### src/rtl/game_pkg.sv
// Shared definitions for the two-player number game: datapath widths,
// debounce default and the FSM state encoding used by the game controller.
package game_pkg;

  // Default datapath widths
  localparam int unsigned NUM_W_DEF = 8;
  localparam int unsigned CNT_W_DEF = 2;

  // 10 ms of button stability at a 100 MHz clock
  localparam int unsigned DEBOUNCE_CYCLES_DEF = 1000000;

  // Game FSM state encoding (owned by the controller, kept here so both agree)
  localparam int unsigned STATE_W = 4;
  localparam logic [STATE_W-1:0] ST_IDLE          = 4'd0;
  localparam logic [STATE_W-1:0] ST_P1_ENTRY      = 4'd1;
  localparam logic [STATE_W-1:0] ST_P2_ENTRY      = 4'd2;
  localparam logic [STATE_W-1:0] ST_COMPARE       = 4'd3;
  localparam logic [STATE_W-1:0] ST_P1_WINS_ROUND = 4'd4;
  localparam logic [STATE_W-1:0] ST_P2_WINS_ROUND = 4'd5;
  localparam logic [STATE_W-1:0] ST_P1_WINS_GAME  = 4'd6;
  localparam logic [STATE_W-1:0] ST_P2_WINS_GAME  = 4'd7;
  localparam logic [STATE_W-1:0] ST_CLEAR         = 4'd8;

  // Width of a counter that must reach cycles-1 (at least one bit)
  function automatic int unsigned db_cnt_w(input int unsigned cycles);
    int unsigned w;
    w = 1;
    while ((cycles > 1) && ((64'd1 << w) < 64'(cycles))) begin
      w = w + 1;
    end
    return w;
  endfunction

endpackage : game_pkg

### src/rtl/btn_conditioner.sv
// One push-button: 2-flop synchroniser, optional debounce, rising-edge pulse.
// Debounce stage present only when GAME_INPUT_DEBOUNCE_EN is defined;
// otherwise the stable level is the synchroniser output.
module btn_conditioner
  import game_pkg::*;
#(
  parameter int unsigned DEBOUNCE_CYCLES = DEBOUNCE_CYCLES_DEF
) (
  input  logic clk,
  input  logic reset_n,
  input  logic raw,
  output logic pulse
);

  logic sync_q1;
  logic sync_q2;
  logic level;
  logic level_d;

  // Two-flop synchroniser for the asynchronous button input
  always_ff @(posedge clk or negedge reset_n) begin
    if (!reset_n) begin
      sync_q1 <= 1'b0;
      sync_q2 <= 1'b0;
    end else begin
      sync_q1 <= raw;
      sync_q2 <= sync_q1;
    end
  end

`ifdef GAME_INPUT_DEBOUNCE_EN
  localparam int unsigned DB_W = db_cnt_w(DEBOUNCE_CYCLES);
  localparam logic [DB_W-1:0] DB_LAST = DB_W'(DEBOUNCE_CYCLES - 1);

  logic [DB_W-1:0] db_cnt;
  logic            level_q;

  // Accept a new level only after it has differed for DEBOUNCE_CYCLES cycles
  always_ff @(posedge clk or negedge reset_n) begin
    if (!reset_n) begin
      db_cnt  <= '0;
      level_q <= 1'b0;
    end else if (sync_q2 == level_q) begin
      db_cnt <= '0;
    end else if (db_cnt == DB_LAST) begin
      level_q <= sync_q2;
      db_cnt  <= '0;
    end else begin
      db_cnt <= db_cnt + DB_W'(1);
    end
  end

  assign level = level_q;
`else
  // Debounce removed: the synchronised value is taken as stable
  assign level = sync_q2;

  // DEBOUNCE_CYCLES has no effect in this build; zero is still nonsensical
  if (DEBOUNCE_CYCLES == 0) begin : g_zero_debounce_cfg
  end
`endif

  // Single-cycle pulse on the rising edge of the stable level
  always_ff @(posedge clk or negedge reset_n) begin
    if (!reset_n) begin
      level_d <= 1'b0;
      pulse   <= 1'b0;
    end else begin
      level_d <= level;
      pulse   <= level & ~level_d;
    end
  end

endmodule : btn_conditioner

### src/rtl/game_input_score.sv
// Input/score datapath for the number-game FSM: conditions the three
// buttons, latches each player's switch entry and keeps round-win counts.
// Optional macro GAME_INPUT_DEBOUNCE_EN enables the debounce counters.
module game_input_score
  import game_pkg::*;
#(
  parameter int unsigned DEBOUNCE_CYCLES = DEBOUNCE_CYCLES_DEF,
  parameter int unsigned NUM_W           = NUM_W_DEF,
  parameter int unsigned CNT_W           = CNT_W_DEF
) (
  input  logic             clk,
  input  logic             reset_n,
  input  logic             btn_p1_raw,
  input  logic             btn_mid_raw,
  input  logic             btn_p2_raw,
  input  logic [NUM_W-1:0] sw,
  input  logic             start,
  input  logic             p2input,
  input  logic             p1winsround,
  input  logic             p2winsround,
  input  logic             idle,
  input  logic             clearstate,
  output logic             p1,
  output logic             mid,
  output logic             p2,
  output logic [NUM_W-1:0] p1number,
  output logic [NUM_W-1:0] p2number,
  output logic [CNT_W-1:0] p1count,
  output logic [CNT_W-1:0] p2count
);

  localparam logic [CNT_W-1:0] CNT_MAX = '1;

  logic clear;
  logic one_winner;

  assign clear      = idle | clearstate;
  assign one_winner = p1winsround ^ p2winsround;

  btn_conditioner #(.DEBOUNCE_CYCLES(DEBOUNCE_CYCLES)) u_btn_p1 (
    .clk     (clk),
    .reset_n (reset_n),
    .raw     (btn_p1_raw),
    .pulse   (p1)
  );

  btn_conditioner #(.DEBOUNCE_CYCLES(DEBOUNCE_CYCLES)) u_btn_mid (
    .clk     (clk),
    .reset_n (reset_n),
    .raw     (btn_mid_raw),
    .pulse   (mid)
  );

  btn_conditioner #(.DEBOUNCE_CYCLES(DEBOUNCE_CYCLES)) u_btn_p2 (
    .clk     (clk),
    .reset_n (reset_n),
    .raw     (btn_p2_raw),
    .pulse   (p2)
  );

  // Capture each player's entry on their press during their own entry state
  always_ff @(posedge clk or negedge reset_n) begin
    if (!reset_n) begin
      p1number <= '0;
      p2number <= '0;
    end else if (clear) begin
      p1number <= '0;
      p2number <= '0;
    end else begin
      if (p1 && start) begin
        p1number <= sw;
      end
      if (p2 && p2input) begin
        p2number <= sw;
      end
    end
  end

  // Saturating round-win counters; a simultaneous win flag pair is ignored
  always_ff @(posedge clk or negedge reset_n) begin
    if (!reset_n) begin
      p1count <= '0;
      p2count <= '0;
    end else if (clear) begin
      p1count <= '0;
      p2count <= '0;
    end else if (one_winner) begin
      if (p1winsround && (p1count != CNT_MAX)) begin
        p1count <= p1count + CNT_W'(1);
      end
      if (p2winsround && (p2count != CNT_MAX)) begin
        p2count <= p2count + CNT_W'(1);
      end
    end
  end

endmodule : game_input_score

### config.mk
export PLATFORM = sky130hd
export DESIGN_NAME = game_input_score
export DESIGN_NICKNAME = d
export VERILOG_FILES = /design/src/rtl/game_pkg.sv /design/src/rtl/btn_conditioner.sv /design/src/rtl/game_input_score.sv
export SDC_FILE = /design/constraint.sdc
export NUM_CORES = 1
export LEC_CHECK = 0
export CAP_MARGIN = 20
export CORE_ASPECT_RATIO = 1.75
export CORE_MARGIN = 2
export CORE_UTILIZATION = 46
export CTS_CLUSTER_SIZE = 30
export DETAILED_ROUTE_END_ITERATION = 8
export PLACE_DENSITY = 0.89
export SYNTH_ARGS = -nofsm -noshare
export SYNTH_HDL_FRONTEND = slang
export SYNTH_HIERARCHICAL = 1
export SYNTH_SLANG_ARGS = --single-unit
export TNS_END_PERCENT = 100
### constraint.sdc
create_clock -name clk -period 1.7 [get_ports clk]
set_input_delay 0.255 -clock clk [delete_from_list [all_inputs] [get_ports clk]]
set_output_delay 0.255 -clock clk [all_outputs]
set_load 0.005 [all_outputs]
**Word level (Yosys, flattened, before mapping)**

Index checks and enable logic that the tools add are counted.

- Flip-flop bits (word level): 32
- Bits in latches: 0
- Bits in writable memories: 0
- Memory bits (read-only): 0
- Input port bits: 19
- Output and inout bits: 23
- Logic and storage cells: 49
- Memories: 0

- Add/subtract/negate cells: 2
- Multipliers: 0
- Divide/modulo/power cells: 0
- Order comparisons: 0
- Equality and inequality tests: 2
- Shift-type cells: 0
- Multiplexer cells: 10
- Bitwise operators: 8
- Reductions and logical operators: 11

Operators by type and width:

| kind | count |
|---|---|
| $mux 8 | 4 |
| $mux 2 | 6 |
| $reduce_bool 2->1 | 5 |
| $add 2x1->2 const B | 2 |
| $logic_and 1x1->1 | 4 |
| $ne 2x2->1 const B | 2 |
| $reduce_and 2->1 | 2 |
| $and 1x1->1 | 3 |
| $not 1->1 | 3 |
| $or 1x1->1 | 1 |
| $xor 1x1->1 | 1 |

**Longest topological paths before layout**

- Depth after elaboration: 5
- Mapped depth: 5
- Gate-level depth less buffers: 3

**Hierarchy**

Netlist, hierarchy kept.

Modules (own cells, without submodules):

| module | instances | cells an instance | area each (µm²) | sequential area each (µm²) |
|---|---|---|---|---|
| game_input_score | 1 | 97 | 1094.8 | 500.5 |
| btn_conditioner | 3 | 5 | 113.9 | 100.1 |

**Least setup slack after synthesis**

Ideal clock, no wire load.

- Kind: register to register
- Start point: register p1count[0]
- End point: register p1count[0]
- Setup time: 0.125 ns
- Arrival: 1.211 ns
- Required time: 1.575 ns
- Path slack: 0.365 ns
- Cell stages (with the launch flop): 4
- Buffers on the path: 0
- Clock period less this slack: 1.335 ns
- Cell sequence: dfrtp_1 ha_1 nor3b_1 mux2_2

- Longest elaborated chain between the ends: 4
- Elaborated cells between the ends (all ways): 8
- Classes of those cells: 1 x add/sub; 1 x eq/ne; 3 x mux; 3 x reduce/logical

RTL lines:

| item | line | RTL |
|---|---|---|
| start: declaration | game_input_score.sv:28 | `output logic [CNT_W-1:0] p1count,` |
| start signal: assignment | game_input_score.sv:89 | `p1count <= p1count + CNT_W'(1);` |
| $add 2x1->2 or $ne 2x2->1 (tied branches) | game_input_score.sv:89, game_input_score.sv:88 |  |
| $mux 2 or $logic_and 1x1->1 (tied branches) | game_input_score.sv:88 | `if (p1winsround && (p1count != CNT_MAX)) begin` |
| $mux 2 or $reduce_bool 2->1 (tied branches) | n/a |  |
| $mux 2 or $reduce_and 2->1 (tied branches) | n/a |  |

Parallel ways exist; a longest one is shown, timed or not. The select of a mux whose other input is x is not followed.
A chain may end at the register's enable or synchronous reset.

**Worst setup path in the final report**

- Start point: register p1count[0]
- End point: output port p1count[0]

No word-level cell between the ends.

==> Implementation_results.wiki <==
{| class="wikitable"
! Metric !! Value
|-
| Clock-pin transition on the worst setup and hold timing paths || 60 ps
|-
| Count of boundary I/O pins || 42
|-
| Final net count || 174
|-
| Startpoint types || flop
|-
| Clk buf depth || 2
|-
| Post-synthesis sequential element count || 32
|-
| Port Buffers || 41
|-
| Via count || 1,023
|-
| Fraction of synthesized cell area taken by the top area cell type || 55.7%
|-
| Post-route ant nets || 0
|-
| Final GP Congestion || 0.718
|-
| Top cells by area in the synthesized netlist || sky130_fd_sc_hd__dfrtp_1, sky130_fd_sc_hd__a21bo_2, sky130_fd_sc_hd__nand3_1, sky130_fd_sc_hd__a21oi_2, sky130_fd_sc_hd__nor3b_1
|-
| Final max-slew violation count || 0
|-
| Run status || finished clean
|-
| Syn Std Cell Area || 1440 um^2
|-
| Master cell of the clock root buffer || sky130_fd_sc_hd__clkbuf_8
|-
| Post-CTS setup buffer count || 0
|-
| Global router's overall resource usage || 19.1%
|-
| Storage element area || 801 um^2
|-
| Highest-count cells in the layout ignoring fill and taps || sky130_fd_sc_hd__clkdlybuf4s50_1, sky130_fd_sc_hd__dfrtp_1, sky130_fd_sc_hd__nand3_1, sky130_fd_sc_hd__a21bo_2, sky130_fd_sc_hd__a21oi_2
|-
| Total negative slack || 0 ps
|-
| Iteration count of the initial detailed-routing pass || 4
|-
| Req. time, crit path || 1440 ps
|-
| Worst Slack Setup Final || 249 ps
|-
| VDD IR max || 775 uV
|-
| Wire per inst || 14.8 um
|-
| Pin count of the biggest net entering global routing || 33
|-
| Number of violations of the max-capacitance limit || 0
|-
| Mean post-synth cell area || 12.8 um^2
|-
| Via count of the first global-routing pass || 1,092
|-
| DIE WIDTH || 46.2 um
|-
| Buffers & Inverters on Critical Path || 1
|-
| Initial standard-cell utilization of the core || 48.5%
|-
| CP arrival || 1200 ps
|-
| CTS sink cnt || 32
|-
| Highest metal used || met4
|-
| Remaining global-route overflow || 0
|-
| Floorplan core area || 2960 um^2
|-
| Synth cell types || 16
|-
| Setup CP Type || reg2out
|-
| Vertical extent of the die || 77.9 um
|-
| Worst path top cell family by delay || buffers and inverters
|-
| Row cnt || 26
|-
| Total CTS buffers || 5
|-
| CTS Hold Bufs || 0
|-
| Post-cts resize count || 0
|-
| Library cell contributing the largest single delay on the critical path || sky130_fd_sc_hd__clkdlybuf4s50_1
|-
| Post-route fraction of the period consumed by the critical path || 85.4%
|-
| Class of the most critical hold timing path || reg2reg
|-
| Layout cell share with drive strength beyond 1 || 29.9%
|-
| Initial DRC Count || 18
|-
| Area of the multi-input gates || 553 um^2
|-
| Transition at the pin with the smallest max-transition slack || 786 ps
|-
| Unrepaired setup endpoints after global routing || no
|-
| Minimum period implied by the final worst setup slack || 1450 ps
|-
| Fmax || 0.689 GHz
|-
| Static Leak || 0.000823 uW
|-
| Biggest area consumer among synthesized cells || sky130_fd_sc_hd__dfrtp_1
|-
| Endpoint kind of the worst setup timing path || output port
|-
| Skew-Pair Late Insertion Delay || 280 ps
|-
| PwrDens || 880 nW/um^2
|-
| Gate Count Post-Synth || 112
|-
| Worst setup slack after placement || 56.7 ps
|-
| Antenna cells || 0
|-
| Maximum single-stage delay on the critical path || 520 ps
|-
| Detailed-placement wirelength estimate || 2060 um
|-
| DIE AREA || 3600 um^2
|-
| Clk_skew || 3.66 ps
|-
| Cells along the critical path || clkdlybuf4s50_1
|-
| WL met1 || 1070 um
|-
| Remaining DRCs || 0
|-
| Clock H-tree levels || 2
|-
| Number of vias per cell || 5.22
|-
| Met3 WL || 204 um
|-
| Crit path max fanout || 4
|-
| Initial antenna violation count || 0
|-
| Number of setup violations in the final report || 0
|-
| Yosys warning total || 6
|-
| Total nets after synthesis || 133
|-
| Routed wl met2 || 1550 um
|-
| Fill cell count || 225
|-
| P&R area growth vs syn || 37.9%
|-
| TritonCTS clock tree || done
|-
| Most common cell after layout, fill and taps aside || sky130_fd_sc_hd__clkdlybuf4s50_1
|-
| Final hold viol count || 0
|-
| Sequential share of the synthesized area || 55.7%
|-
| Wire length of the first global-routing pass || 4860 um
|-
| Worst slew margin relative to its limit || 47.6%
|-
| Total detailed-routing wirelength || 2900 um
|}
stage by stage:
stage / cell area (um^2) / hold slack [ps] / utilization [%] / power (uW) / instances
6_report: 1980 / 345 / 66.9 / 1740 / 196
5_1_grt: 1980 / 353 / 66.9 / 1810 / 196
4_1_cts: 1980 / 348 / 66.9 / 1760 / 196
3_5_place_dp: 1850 / 335 / 62.6 / 970 / 188
3_3_place_gp: 1850 / 332 / 62.6 / 965 / 188
2_1_floorplan: 1440 / -40.6 / - / 884 / 112
power by group:
group	switching, uW	total, uW	internal [uW]
sequential	12.0	795	783
clock	269	786	517
combinational	76.0	162	85.7
cell families after synthesis:
group	share of synthesized area, %
adders and majority gates	1.74
buffers and inverters	5.75
muxes	3.14
and+or+nand+nor	13.8
AOI/OAI and AO/OA	19.9
DFF	55.7
synth_stat cells, drive strengths merged:
| library cell | count |
|---|---|
| or2 | 1 |
| mux2 | 4 |
| nor3b | 8 |
| nor2b | 3 |
| a21bo | 16 |
| buf | 8 |
| clkbuf | 4 |
| nand3 | 16 |
| a21oi | 16 |
| dfrtp | 32 |
| ha | 2 |
| nor3 | 2 |
routing by layer:
layer	global-route usage, %	vias up
li1	-	473
met1	20.8	501
met2	30.4	41
met3	6.51	8
met4	11.4	0
met5	0	-
path summary, 6_finish.rpt:
path / start / to / slack [ps] / cells past startpoint
worst max-delay path: p1count[0] / p1count[0] / 250 / 1
worst min-delay path: u_btn_p2/sync_q1 / u_btn_p2/level / 350 / 0
worst max register to register: p2count[0] / p2count[0] / 250 / 3
worst min register to register: u_btn_p2/sync_q1 / u_btn_p2/level / 350 / 0
max in group asynchronous: reset_n / p2number[3] / 1040 / 2
min in group asynchronous: reset_n / p1count[0] / 380 / 2
sequential cells by signal, summed over array words and instances (netlist names):
name               count
u_btn_p1/level         1
p1count                2
p2number               8
u_btn_p2/sync_q1       1
p1number               8
u_btn_mid/pulse        1
u_btn_p1/pulse         1
p2count                2
u_btn_p1/sync_q1       1
u_btn_p2/pulse         1
u_btn_p2/level         1
u_btn_p2/level_d       1
u_btn_mid/level_d      1
u_btn_mid/sync_q1      1
u_btn_p1/level_d       1
u_btn_mid/level        1
layout make-up:
class | count | area share (%)
Clock buffer | 7 | 4.86
Multi-Input combinational cell | 68 | 27.9
Sequential cell | 32 | 40.4
Tap cell | 42 | 2.65
Timing Repair Buffer | 46 | 22.6
Clock inverter | 1 | 1.52
Power figures use the tool's default switching activity.
